--- config.mk ---
export PLATFORM = sky130hd
export DESIGN_NAME = risc16_ctrl_fsm
export DESIGN_NICKNAME = d
export VERILOG_FILES = /design/src/rtl/risc16_ctrl_fsm.sv
export SDC_FILE = /design/constraint.sdc
export NUM_CORES = 1
export LEC_CHECK = 0
export CAP_MARGIN = 5
export CORE_MARGIN = 2
export CORE_UTILIZATION = 37
export DETAILED_ROUTE_END_ITERATION = 8
export PLACE_DENSITY = 0.78
export SLEW_MARGIN = 20
export SYNTH_ARGS = -nofsm -noshare
export SYNTH_HDL_FRONTEND = slang
export SYNTH_SLANG_ARGS = --single-unit
--- constraint.sdc ---
create_clock -name clk -period 2.1 [get_ports clk]
set_input_delay 0.42 -clock clk [delete_from_list [all_inputs] [get_ports clk]]
set_output_delay 0.42 -clock clk [all_outputs]
set_load 0.02 [all_outputs]
--- src/rtl/risc16_ctrl_fsm.sv ---
// rtl/risc16_ctrl_fsm.sv - multi-cycle RiSC-16 control sequencer (FETCH/DECODE/EXEC/MEM/WB/HALT)
// Optional retire counter: define RISC16_RETIRE_CNT_EN.
`ifndef WORD_LEN
`define WORD_LEN 16
`endif
`ifndef FUNCT_LEN
`define FUNCT_LEN 1
`endif

module risc16_ctrl_fsm #(
  parameter logic [`WORD_LEN-1:0] HALT_WORD = 16'hE071,
  parameter int                   CNT_W     = 32
) (
  input  logic                  clk,
  input  logic                  rst,
  input  logic [`WORD_LEN-1:0]  instr,
  input  logic                  mem_ack,
  input  logic                  alu_stat,
  output logic                  mem_req,
  output logic                  mem_we,
  output logic                  addr_sel,
  output logic                  ir_we,
  output logic                  pc_we,
  output logic [1:0]            pc_sel,
  output logic                  rd2_sel,
  output logic                  srcb_sel,
  output logic [`FUNCT_LEN-1:0] alu_funct,
  output logic                  rf_we,
  output logic [1:0]            wb_sel,
  output logic                  halted
`ifdef RISC16_RETIRE_CNT_EN
  ,
  output logic [CNT_W-1:0]      retired
`endif
);

  typedef enum logic [2:0] {
    S_FETCH  = 3'd0,
    S_DECODE = 3'd1,
    S_EXEC   = 3'd2,
    S_MEM    = 3'd3,
    S_WB     = 3'd4,
    S_HALT   = 3'd5
  } state_t;

  localparam logic [2:0] OP_ADD  = 3'b000;
  localparam logic [2:0] OP_ADDI = 3'b001;
  localparam logic [2:0] OP_NAND = 3'b010;
  localparam logic [2:0] OP_LUI  = 3'b011;
  localparam logic [2:0] OP_SW   = 3'b100;
  localparam logic [2:0] OP_LW   = 3'b101;
  localparam logic [2:0] OP_BEQ  = 3'b110;
  localparam logic [2:0] OP_JALR = 3'b111;

  if (CNT_W < 1) begin : g_bad_cnt_w
    $error("CNT_W must be at least 1");
  end

  state_t     state;
  logic [2:0] op;        // only the opcode field of IR steers the sequencer
  logic       halted_q;

  always_ff @(posedge clk) begin
    if (rst) begin
      state    <= S_FETCH;
      op       <= 3'b000;
      halted_q <= 1'b0;
    end else begin
      case (state)
        S_FETCH: begin
          if (mem_ack) begin
            op <= instr[15:13];
            if (instr == HALT_WORD) begin
              state    <= S_HALT;
              halted_q <= 1'b1;
            end else begin
              state <= S_DECODE;
            end
          end
        end
        S_DECODE: state <= (op == OP_LUI) ? S_WB : S_EXEC;
        S_EXEC: begin
          case (op)
            OP_LW, OP_SW: state <= S_MEM;
            OP_BEQ:       state <= S_FETCH;
            default:      state <= S_WB;
          endcase
        end
        S_MEM: begin
          if (mem_ack) state <= (op == OP_LW) ? S_WB : S_FETCH;
        end
        S_WB:    state <= S_FETCH;
        S_HALT:  state <= S_HALT;
        default: state <= S_FETCH;
      endcase
    end
  end

  always_comb begin
    mem_req   = 1'b0;
    mem_we    = 1'b0;
    addr_sel  = 1'b0;
    ir_we     = 1'b0;
    pc_we     = 1'b0;
    pc_sel    = 2'd0;
    rd2_sel   = 1'b0;
    srcb_sel  = 1'b0;
    alu_funct = '0;
    rf_we     = 1'b0;
    wb_sel    = 2'd0;
    halted    = 1'b0;
    if (!rst) begin
      case (state)
        S_FETCH: begin
          mem_req = 1'b1;
          ir_we   = mem_ack;
        end
        S_DECODE: rd2_sel = (op == OP_SW) || (op == OP_BEQ);
        S_EXEC: begin
          rd2_sel   = (op == OP_SW) || (op == OP_BEQ);
          srcb_sel  = (op == OP_ADDI) || (op == OP_LW) || (op == OP_SW);
          alu_funct = (op == OP_NAND) ? `FUNCT_LEN'(1) : `FUNCT_LEN'(0);
          if (op == OP_BEQ) begin
            pc_we  = 1'b1;
            pc_sel = alu_stat ? 2'd1 : 2'd0;
          end
        end
        S_MEM: begin
          mem_req  = 1'b1;
          addr_sel = 1'b1;
          srcb_sel = 1'b1;
          mem_we   = (op == OP_SW);
          pc_we    = (op == OP_SW) && mem_ack;
        end
        S_WB: begin
          rf_we = 1'b1;
          pc_we = 1'b1;
          // Link value and jump target both come from the pre-update PC.
          case (op)
            OP_LW:   wb_sel = 2'd1;
            OP_LUI:  wb_sel = 2'd2;
            OP_JALR: wb_sel = 2'd3;
            default: wb_sel = 2'd0;
          endcase
          pc_sel = (op == OP_JALR) ? 2'd2 : 2'd0;
        end
        S_HALT:  halted = halted_q;
        default: ;
      endcase
    end
  end

`ifdef RISC16_RETIRE_CNT_EN
  always_ff @(posedge clk) begin
    if (rst)        retired <= '0;
    else if (pc_we) retired <= retired + CNT_W'(1);
  end
`endif

endmodule

* Word-level counts from Yosys, hierarchy flattened
Cells that the tools add are included.
Storage, ports and cells: register bits after elaboration 7, bits in latches 0, RAM bits 0, ROM bits 0, input bits 20, memories 0
Operators by class: add/sub/neg operators 0, multiply operators 0, divide/modulo/power cells 0, magnitude comparators 0, equality and inequality tests 15, shift-type cells 0, multiplexer cells 37, bitwise operators 0, reduce and logical (&&, ||, !) cells 11
Operator list (count):
- two-way mux 1 bit | 22
- == test 3 bit (second input constant) | 6
- == test 16 bit (second input constant) | 1
- two-way mux 3 bit | 5
- one-hot mux 3 bit (5 select lines) | 1
- == test 3 x 2 -> 1 bit (second input constant) | 4
- two-way mux 2 bit | 4
- == test 3 x 1 -> 1 bit (second input constant) | 2
- one-hot mux 2 bit (3 select lines) | 1
- one-hot mux 3 bit (2 select lines) | 1
- OR reduction 2 bit | 3
- inequality test 2 bit (second input constant) | 2
- one-hot mux 2 bit (2 select lines) | 1
- AND reduction 2 bit | 2
- logical NOT 3 bit | 1
- logical OR 1 bit | 3
- one-hot mux 1 bit (3 select lines) | 1
- AND reduction 3 bit | 1
- one-hot mux 1 bit (2 select lines) | 1
- logical AND 1 bit | 1

* Logic depth before layout (Yosys ltp)
Gate-level depths: netlist of run 1.
word-level depth 5, depth in mapped cells 5, depth with buffers taken out 4

* Worst setup path after synthesis of run 1
Ideal clock, no wire load.
kind in2out, start point input port rst, end point output port pc_sel[1], data arrival time 1.932 ns, data required time 1.680 ns, slack -0.252 ns, stages 3, cells stage by stage nor4b_1 > and3_1 > and2_1
Between the ends: cells in the longest elaborated chain, start to end 1
RTL lines:
- start: declaration | line 15 | input logic rst,
- two-way mux 2 bit | line 112 | if (!rst) begin
- end: declaration | line 24 | output logic [1:0] pc_sel,
No other way between the ends.

* Final worst setup path of run 1
start point register state[0], end point output port pc_we
Between the ends: cells in the longest elaborated chain, start to end 3, elaborated cells on any way between the ends 5, those cells by class 3 x eq/ne; 2 x mux
RTL lines:
- start: declaration | line 59 | state_t state;
- start signal: assignment | line 81 | S_DECODE: state <= (op == OP_LUI) ? S_WB : S_EXEC;
- start signal: assignment | line 90 | if (mem_ack) state <= (op == OP_LW) ? S_WB : S_FETCH;
- == test 3 bit / == test 3 x 2 -> 1 bit (equally long branches) | line 113 | case (state)
- one-hot mux 1 bit (3 select lines) (*) | line 113
- two-way mux 1 bit (*) | line 112
- end: declaration | line 23 | output logic pc_we,
Mark *: on every way between the ends. The rest lies on a longest branch, timed or not.

==> results_dict.tcl, run 1 <==
set metrics [dict create \
    finClkSkew_ns 0.00188 \
    ys_ff_latch 7 \
    max_freq_mhz 493 \
    synthArstFlopShare_pct 0 \
    p_total_mw 0.427 \
    synthToLayoutAreaGrowth_pct 79.6 \
    finalWirelength_um 1850 \
    synth.net_count 103 \
    antenna_found_initial 0 \
    dr.first_iter.drc_count 18 \
    wire_per_inst_um 12.5 \
    finalHoldViolCount 0 \
    hpwl_um 1540 \
    syn_inst 83 \
    synthFlopType "dfxtp_1" \
    clkSinkCount 7 \
    dp.cells 143 \
    die_h_um 44.7 \
    drc_errors 0 \
    hold_class "flip-flop to flip-flop" \
    regArea_um2 143 \
    postCtsHoldBufs 0 \
    grt_max_degree 13 \
    fillerInstances 131 \
    cp_cell_sequence "and2b_1 > a21oi_1 > or4b_1 > a21oi_2 > buf_4" \
    slew-limit-headroom_pct 79.1 \
    grt_setup_unrepaired "false" \
    seq_area_frac_synth_pct 22.8 \
    first_pass_iters 5 \
    final_nets 153 \
    synth_cell_types 36 \
    globalplace.congestion 0.780 \
    viasPerCell 5.47 \
    finish.utilization_pct 72.4 \
    path_max_fanout 4 \
    required_ns 1.68 \
    cp_slowest_stage_delay_ns 0.52 \
    p_leak_nw 0.529 \
    clockBufferDepth 2 \
    period_minus_slack_ns 2.03 \
    synth_warnings 0 \
    worstPathArrival_ns 1.61 \
    worst_pin_slew_ns 0.305 \
    critPathCaptureType "output pin" \
    drive_above_1_share_pct 26.5 \
    placed_area_um2 1070 \
    die_area_um2 2000 \
    num_io_pins 34 \
    root_buffer "clkbuf_4" \
    rows 14 \
    insertion_delay_ns 0.25 \
    finalSetupTns_ns 0 \
    clk_pin_slew_ns 0.05 \
    h-tree-depth 1 \
    cp_slowest_cell "or4b_1" \
    cap_violations 0 \
    n_antenna_cell 0 \
    setup_viol 0 \
    core_area_um2 1520 \
    ant_nets 0 \
    port_buffers 33 \
    fin_crit_sh_pct 96.6 \
    grt_pass1_wl_um 3190 \
    track_usage_pct 21.3 \
    multiInputGateArea_um2 464 \
    grt_overflow 0 \
    final_cells 148 \
    finalMaxSlewViolations 0 \
    synth_edf_count 0 \
    critPathLaunchType "flip-flop" \
    r2r_slack_ns 0.38 \
    grt_pass1_vias 793 \
    cellPowerDensity_nw_per_um2 387 \
    synth_area_um2 614 \
    crit_type "flip-flop to output pin" \
    cts_made_buffers 3 \
    cts_tree "built" \
    status "finished, final reports clean" \
    via_count 810 \
    start_util_pct 40.3 \
    final_common_cell "buf_4" \
    postLayoutCellArea_um2 1100 \
    irDropWorstVdd_mv 0.289 \
    layout_common_cells "19 x buf_4, 17 x clkdlybuf4s50_1, 11 x dlygate4sd2_1" \
    die_w_um 44.7 \
    syn_avg_cell_area_um2 7.40 \
]
critical path: cells and delay by family, from the launching register on:
| family | cells | cell delay (ns) |
|---|---|---|
| compound gates | 2 | 0.17 |
| simple gates | 2 | 0.72 |
| buf+inv | 1 | 0.14 |
| flops | 1 | 0.32 |
cells in the mapped netlist (all sizes together) (2+ instances only):
cell / instances / area [um2]
a21oi: 7 / 35.0
and2b: 2 / 15.0
and3: 3 / 18.8
buf: 2 / 10.0
clkbuf: 4 / 16.3
dfxtp: 7 / 140
inv: 2 / 7.51
mux2i: 3 / 30.0
nand2: 8 / 30.0
nand2b: 3 / 18.8
nand3b: 2 / 27.5
nor2: 11 / 43.8
nor2b: 3 / 18.8
nor3b: 3 / 22.5
nor4: 4 / 25.0
o21ai: 2 / 10.0
routing by layer:
metal,up-vias,GRT usage (%),share of wire (%)
li1,399,-,-
met3,4,2.40,8.5
met4,0,5.45,1.2
met5,-,0,0
met2,49,43.5,53
met1,358,22.4,37
power by group:
part	switching [mW]	internal, mW	leakage (nW)
Sequential	0.00636	0.141	0.0579
Clock	0.0489	0.0725	0.0150
Combinational	0.0683	0.0904	0.456
final timing paths:
| path | startpoint | endpoint | cells past startpoint |
|---|---|---|---|
| min | halted_q | halted_q | 2 |
| max reg2reg | state[1] | state[2] | 6 |
| min reg2reg | halted_q | halted_q | 2 |
| max | state[0] | pc_we | 5 |
cell families (layout without fill, tap and decap cells):
family	after synthesis	after routing	share of synthesized area, %
flops	7	7	22.8
compound gates	14	14	14.3
mux	3	3	4.89
buf+inv	8	57	5.50
simple gates	51	51	52.5
flip-flops by register name, indices dropped and copies added, names as in the netlist:
register / count
state: 3
op: 3
halted_q: 1
stage by stage:
| stage | hold slack, ns | setup WS, ns |
|---|---|---|
| final | 0.449 | 0.0722 |
| after global routing | 0.478 | 0.00965 |
| after CTS | 0.452 | 0.00362 |
| after detailed placement | 0.446 | -0.564 |
| after global placement | 0.433 | -0.518 |
| after floorplan | 0.421 | 0.107 |
layout make-up:
type	count	share of cell area [%]
Inverter	2	0.680
Clock buffer	4	2.38
Tap cell	16	1.81
Multi-Input combinational cell	68	42.1
Timing Repair Buffer	51	40.1
Sequential cell	7	12.9
repair_timing:
| action | 4_1_cts | 5_1_grt |
|---|---|---|
| endpoints found under the setup margin | 14 | 6 |
| resized for setup | 22 | 11 |
| pin swaps | 2 | 0 |
| gates cloned | 0 | 0 |
| buffers inserted | 0 | 1 |
Power figures use the tool's default switching activity.
==> inputs of run 2 (changes only) <==
--- a/config.mk
+++ b/config.mk
@@ -7,9 +7,9 @@
 export LEC_CHECK = 0
 export CAP_MARGIN = 5
 export CORE_MARGIN = 2
-export CORE_UTILIZATION = 37
+export CORE_UTILIZATION = 40
 export DETAILED_ROUTE_END_ITERATION = 8
-export PLACE_DENSITY = 0.78
+export PLACE_DENSITY = 0.84
 export SLEW_MARGIN = 20
 export SYNTH_ARGS = -nofsm -noshare
 export SYNTH_HDL_FRONTEND = slang
==> constraint.sdc (replaced) <==
create_clock -name clk -period 2.6 [get_ports clk]
set_input_delay 0.52 -clock clk [delete_from_list [all_inputs] [get_ports clk]]
set_output_delay 0.52 -clock clk [all_outputs]
set_load 0.02 [all_outputs]
==> run 2 against run 1 <==
Final cell count decreased by 4.1%. Die area decreased by 6.8%. Clock-buffer cell count unchanged. Sequential cell count unchanged. Largest cell class unchanged.
==> results_dict.tcl, run 2 (same netlist as run 1, synthesis figures left out) <==
set metrics [dict create \
    finalMaxSlewViolations 0 \
    worstPathArrival_ns 2.01 \
    clkSinkCount 7 \
    hpwl_um 1370 \
    drive_above_1_share_pct 17.5 \
    finalWirelength_um 1690 \
    p_total_mw 0.334 \
    period_minus_slack_ns 2.53 \
    root_buffer "clkbuf_4" \
    slew-limit-headroom_pct 79.7 \
    finalHoldViolCount 0 \
    cts_made_buffers 3 \
    viasPerCell 5.39 \
    seqPwrFrac_pct 35.5 \
    synthToLayoutAreaGrowth_pct 72.5 \
    start_util_pct 41.8 \
    layout_common_cells "21 x clkdlybuf4s50_1, 12 x buf_4, 10 x nor2_1" \
    largest_registers "op (3), state (3), halted_q (1)" \
    fin_crit_sh_pct 97.3 \
    wire_per_inst_um 11.9 \
    regArea_um2 140 \
    dp.cells 138 \
    multiInputGateArea_um2 449 \
    clockBufferDepth 2 \
    antenna_found_initial 0 \
    cp_common_cell "clkdlybuf4s50_1" \
    finalSetupTns_ns 0 \
    insertion_delay_ns 0.25 \
    setup_viol 0 \
    switchingPower_mw 0.0954 \
    die_w_um 43.2 \
    critPathLaunchType "input pin" \
    crit_type "input pin to output pin" \
    worst_pin_slew_ns 0.297 \
    internal-power_mw 0.239 \
    finClkSkew_ns 0.000367 \
    final_cells 142 \
    holdCritStartpoint "halted_q" \
    grt_overflow 0 \
    holdPathStages 2 \
    die_area_um2 1870 \
    globalplace.congestion 0.820 \
    max_freq_mhz 395 \
    port_buffers 33 \
    sw_frac_of_total_pct 28.5 \
    path_max_fanout 2 \
    n_antenna_cell 0 \
    irDropWorstVdd_mv 0.244 \
    reg2reg_depth 6 \
    final_nets 147 \
    cellPowerDensity_nw_per_um2 315 \
    first_pass_iters 4 \
    required_ns 2.08 \
    r2r_slack_ns 0.86 \
    grt_setup_unrepaired "false" \
    reg2reg_from "state[1]" \
    core_area_um2 1470 \
    drc_errors 0 \
    cap_violations 0 \
    grt_pass1_wl_um 2860 \
    status "finished, final reports clean" \
    hold_end "halted_q" \
    clock_power_share_pct 29.4 \
    cp_slowest_cell "clkdlybuf4s50_1" \
    die_h_um 43.2 \
    fillerInstances 138 \
    track_usage_pct 20.3 \
    ant_nets 0 \
    power_frac_comb_pct 35.1 \
    via_count 766 \
    hold_class "flip-flop to flip-flop" \
    clk_pin_slew_ns 0.05 \
    finish.utilization_pct 72.0 \
    cts_tree "built" \
    h-tree-depth 1 \
    critPathCaptureType "output pin" \
    regToRegEndpoint "halted_q" \
    num_io_pins 34 \
    rows 14 \
    cp_slowest_stage_delay_ns 0.59 \
    grt_pass1_vias 712 \
    cts_setup_buffers 0 \
    p_leak_nw 0.533 \
    cp_cell_sequence "clkdlybuf4s50_1 > nor4b_2 > buf_4 > clkdlybuf4s50_1" \
    dr.first_iter.drc_count 13 \
    hold_slack_ns 0.446 \
    grt_max_degree 14 \
    final_common_cell "clkdlybuf4s50_1" \
]
## run 2: cell types whose count changed in the layout (fill, tap and decap cells not counted), sizes merged
cell           delta
clkdlybuf4s15     -1
clkdlybuf4s50     +4
dlygate4sd2       -4
dlymetal6s2s      +3
buf               -7
clkbuf            -1
## run 2: area by class of cell
cell class | instances | area share, %
multi-input combinational | 68 | 42.4
timing repair buffer | 45 | 39.3
sequential | 7 | 13.2
clock buffer | 4 | 2.48
tap | 16 | 1.89
inverter | 2 | 0.708
## run 2: layer usage
| metal | track usage, % | share of wire, % | vias up |
|---|---|---|---|
| met5 | 0 | 0 | - |
| met4 | 9.09 | 0.36 | 0 |
| met2 | 38.5 | 52 | 35 |
| li1 | - | - | 391 |
| met1 | 21.3 | 40 | 338 |
| met3 | 2.98 | 7.3 | 2 |
## run 2: critical path, delay by kind of cell
kind,cells,cell delay (ns)
simple gates,1,0.30
buf+inv,3,1.20
## run 2: stage by stage
step | setup slack [ns] | area, um2
4_1_cts | 0.00339 | 1050
3_5_place_dp | -0.248 | 1030
5_1_grt | 0.0153 | 1060
3_3_place_gp | -0.214 | 1030
6_report | 0.0692 | 1060
2_1_floorplan | 0.0479 | 614
## run 2: worst max-delay path by stage
stage	startpoint	endpoint	slack (ns)
2_1_floorplan	rst	pc_sel[1]	0.05
3_3_place_gp	mem_ack	pc_we	-0.21
3_5_place_dp	mem_ack	pc_we	-0.25
4_1_cts	rst	alu_funct	0.003
5_1_grt	rst	mem_we	0.02
6_report	rst	rf_we	0.07
## run 2: power groups by stage
stage / clock (mW) / sequential (mW) / combinational, mW
3_3_place_gp: 0 / 0.120 / 0.115
3_5_place_dp: 0 / 0.121 / 0.118
5_1_grt: 0.106 / 0.119 / 0.129
2_1_floorplan: 0 / 0.120 / 0.0579
4_1_cts: 0.104 / 0.118 / 0.118
6_report: 0.0982 / 0.119 / 0.117
## run 2: timing repair
action / in CTS / in global routing
endpoints found under the hold margin: 0 / 0
cloned: 0 / 0
setup endpoints to repair: 8 / 5
resized for setup: 9 / 7
hold buffers: 0 / 0
==> inputs of run 3 (changes only) <==
==> constraint.sdc (replaced) <==
create_clock -name clk -period 3.1 [get_ports clk]
set_input_delay 0.62 -clock clk [delete_from_list [all_inputs] [get_ports clk]]
set_output_delay 0.62 -clock clk [all_outputs]
set_load 0.02 [all_outputs]
==> run 3 against run 2 <==
Worst setup slack better by 0.071 ns. Sequential cell count is the same. First-iteration DRC count grew 31%. Register-to-register slack gained 0.66 ns. Combinational power shrank 26%. Sequential share of layout area increased by 0.72 points. Wire length decreased by 3.5%. Critical path depth increased by 2. Non-clock buffer count is 7 lower. Utilization down 3.7 points. Hold slack better by 0.0029 ns. Final cell count down 4.9%. Critical endpoint is now mem_we. Largest cell class unchanged.
==> results_dict.tcl, run 3 (same netlist as run 1, synthesis figures left out) <==
set metrics [dict create \
    h-tree-depth 1 \
    die_w_um 43.2 \
    hold_end "halted_q" \
    sw_frac_of_total_pct 28.2 \
    wl_met1_um 658 \
    worstPathArrival_ns 2.34 \
    required_ns 2.48 \
    drive_above_1_share_pct 10.1 \
    die_area_um2 1870 \
    cap_violations 0 \
    fin_crit_sh_pct 95.5 \
    start_util_pct 41.8 \
    first_pass_iters 4 \
    globalplace.congestion 0.747 \
    num_io_pins 34 \
    critPathLaunchType "input pin" \
    insertion_delay_ns 0.24 \
    layout_common_cells "32 x clkdlybuf4s50_1, 10 x nor2_1, 8 x nand2_1" \
    dr.first_iter.drc_count 17 \
    max_freq_mhz 338 \
    p_leak_nw 0.412 \
    finalWirelength_um 1630 \
    holdPathStages 2 \
    ant_nets 0 \
    hold_slack_ns 0.449 \
    antenna_found_initial 0 \
    period_minus_slack_ns 2.96 \
    regArea_um2 140 \
    fillerInstances 130 \
    crit_type "input pin to output pin" \
    wire_per_inst_um 12.0 \
    cp_cell_sequence "clkdlybuf4s50_1 > buf_4 > nor2_1 > nand2_1 > nor3b_1 > clkdlybuf4s50_1" \
    cts_setup_buffers 0 \
    root_buffer "clkbuf_4" \
    track_usage_pct 18.5 \
    cp_slowest_cell "clkdlybuf4s50_1" \
    slew-limit-headroom_pct 69.3 \
    cts_made_buffers 3 \
    cp_common_cell "clkdlybuf4s50_1" \
    status "finished, final reports clean" \
    finalMaxSlewViolations 0 \
    die_h_um 43.2 \
    largest_registers "op (3), state (3), halted_q (1)" \
    grt_pass1_vias 668 \
    setup_ws_ns 0.140 \
    core_area_um2 1470 \
    reg2reg_depth 5 \
    holdCritStartpoint "halted_q" \
    final_common_cell "clkdlybuf4s50_1" \
    r2r_slack_ns 1.52 \
    reg2reg_from "state[0]" \
    worst_pin_slew_ns 0.460 \
    power_frac_comb_pct 32.1 \
    multiInputGateArea_um2 440 \
    grt_max_degree 17 \
    clock_power_share_pct 29.5 \
    cellPowerDensity_nw_per_um2 270 \
    finalSetupTns_ns 0 \
    via_count 739 \
    seqPwrFrac_pct 38.3 \
    clk_pin_slew_ns 0.05 \
    finClkSkew_ns 0.000938 \
    wl_met2_um 821 \
    cp_slowest_stage_delay_ns 0.63 \
    irDropWorstVdd_mv 0.225 \
    path_max_fanout 13 \
    finalHoldViolCount 0 \
    synthToLayoutAreaGrowth_pct 63.5 \
    port_buffers 33 \
    setup_viol 0 \
    hpwl_um 1300 \
    clkSinkCount 7 \
    grt_overflow 0 \
    clockBufferDepth 2 \
    routed.top_layer "met3" \
    place_ws_ns 0.0375 \
    hold_class "flip-flop to flip-flop" \
    viasPerCell 5.47 \
    critPathCaptureType "output pin" \
    final_nets 140 \
    n_antenna_cell 0 \
    grt_setup_unrepaired "false" \
    regToRegEndpoint "halted_q" \
    grt_pass1_wl_um 2700 \
    internal-power_mw 0.195 \
    rows 14 \
    drc_errors 0 \
    finish.utilization_pct 68.3 \
    switchingPower_mw 0.0765 \
    route.met3.wl_um 146 \
    cts_tree "built" \
]
run 3: cell types whose count changed in the layout (fill, tap and decap cells not counted), sizes merged:
| cell | previous run | this run |
|---|---|---|
| clkdlybuf4s50 | 21 | 32 |
| buf | 12 | 5 |
| dlygate4sd2 | 7 | 0 |
| dlymetal6s2s | 4 | 1 |
| clkbuf | 5 | 4 |
run 3: cell type report:
cell class                      instances  area share [%]
Tap cell                               16            1.99
Sequential cell                         7            13.9
Timing Repair Buffer                   38            36.9
Inverter                                2           0.747
Clock buffer                            4            2.62
Multi-Input combinational cell         68            43.8
run 3: worst max path at each step:
stage,startpoint,to,slack (ns),cells past startpoint
floorplan,rst,pc_sel[1],0.35,3
global placement,mem_ack,pc_we,0.09,5
detailed placement,mem_ack,pc_we,0.04,5
CTS,mem_ack,pc_we,0.03,5
global route,rst,pc_sel[0],0.008,6
finish,rst,mem_we,0.14,6
run 3: power groups by stage:
stage | combinational [mW] | sequential, mW | clock, mW
2_1_floorplan | 0.0486 | 0.101 | 0
3_3_place_gp | 0.0847 | 0.106 | 0
3_5_place_dp | 0.0874 | 0.106 | 0
4_1_cts | 0.0876 | 0.104 | 0.0826
5_1_grt | 0.0947 | 0.105 | 0.0869
6_report | 0.0871 | 0.104 | 0.0801
run 3: metrics by stage:
stage | cell area [um2] | power (mW) | instances
finish | 1000 | 0.271 | 135
global route | 1000 | 0.287 | 135
CTS | 1000 | 0.274 | 135
detailed placement | 976 | 0.193 | 131
global placement | 976 | 0.190 | 131
floorplan | 614 | 0.149 | 83
run 3: per-layer routing:
layer | global-route usage [%] | up-vias
li1 | - | 372
met1 | 21.9 | 329
met2 | 33.4 | 38
met3 | 4.26 | 0
met4 | 3.64 | 0
met5 | 0 | -
run 3: repair_timing:
action / 4_1_cts / 5_1_grt
hold buffers: 0 / 0
endpoints found under the setup margin: 0 / 1
gates resized for setup: 0 / 1
run 3: critical path, delay by kind of cell:
| family | cells | cell delay (ns) |
|---|---|---|
| buffers and inverters | 3 | 1.24 |
| and+or+nand+nor | 3 | 0.49 |
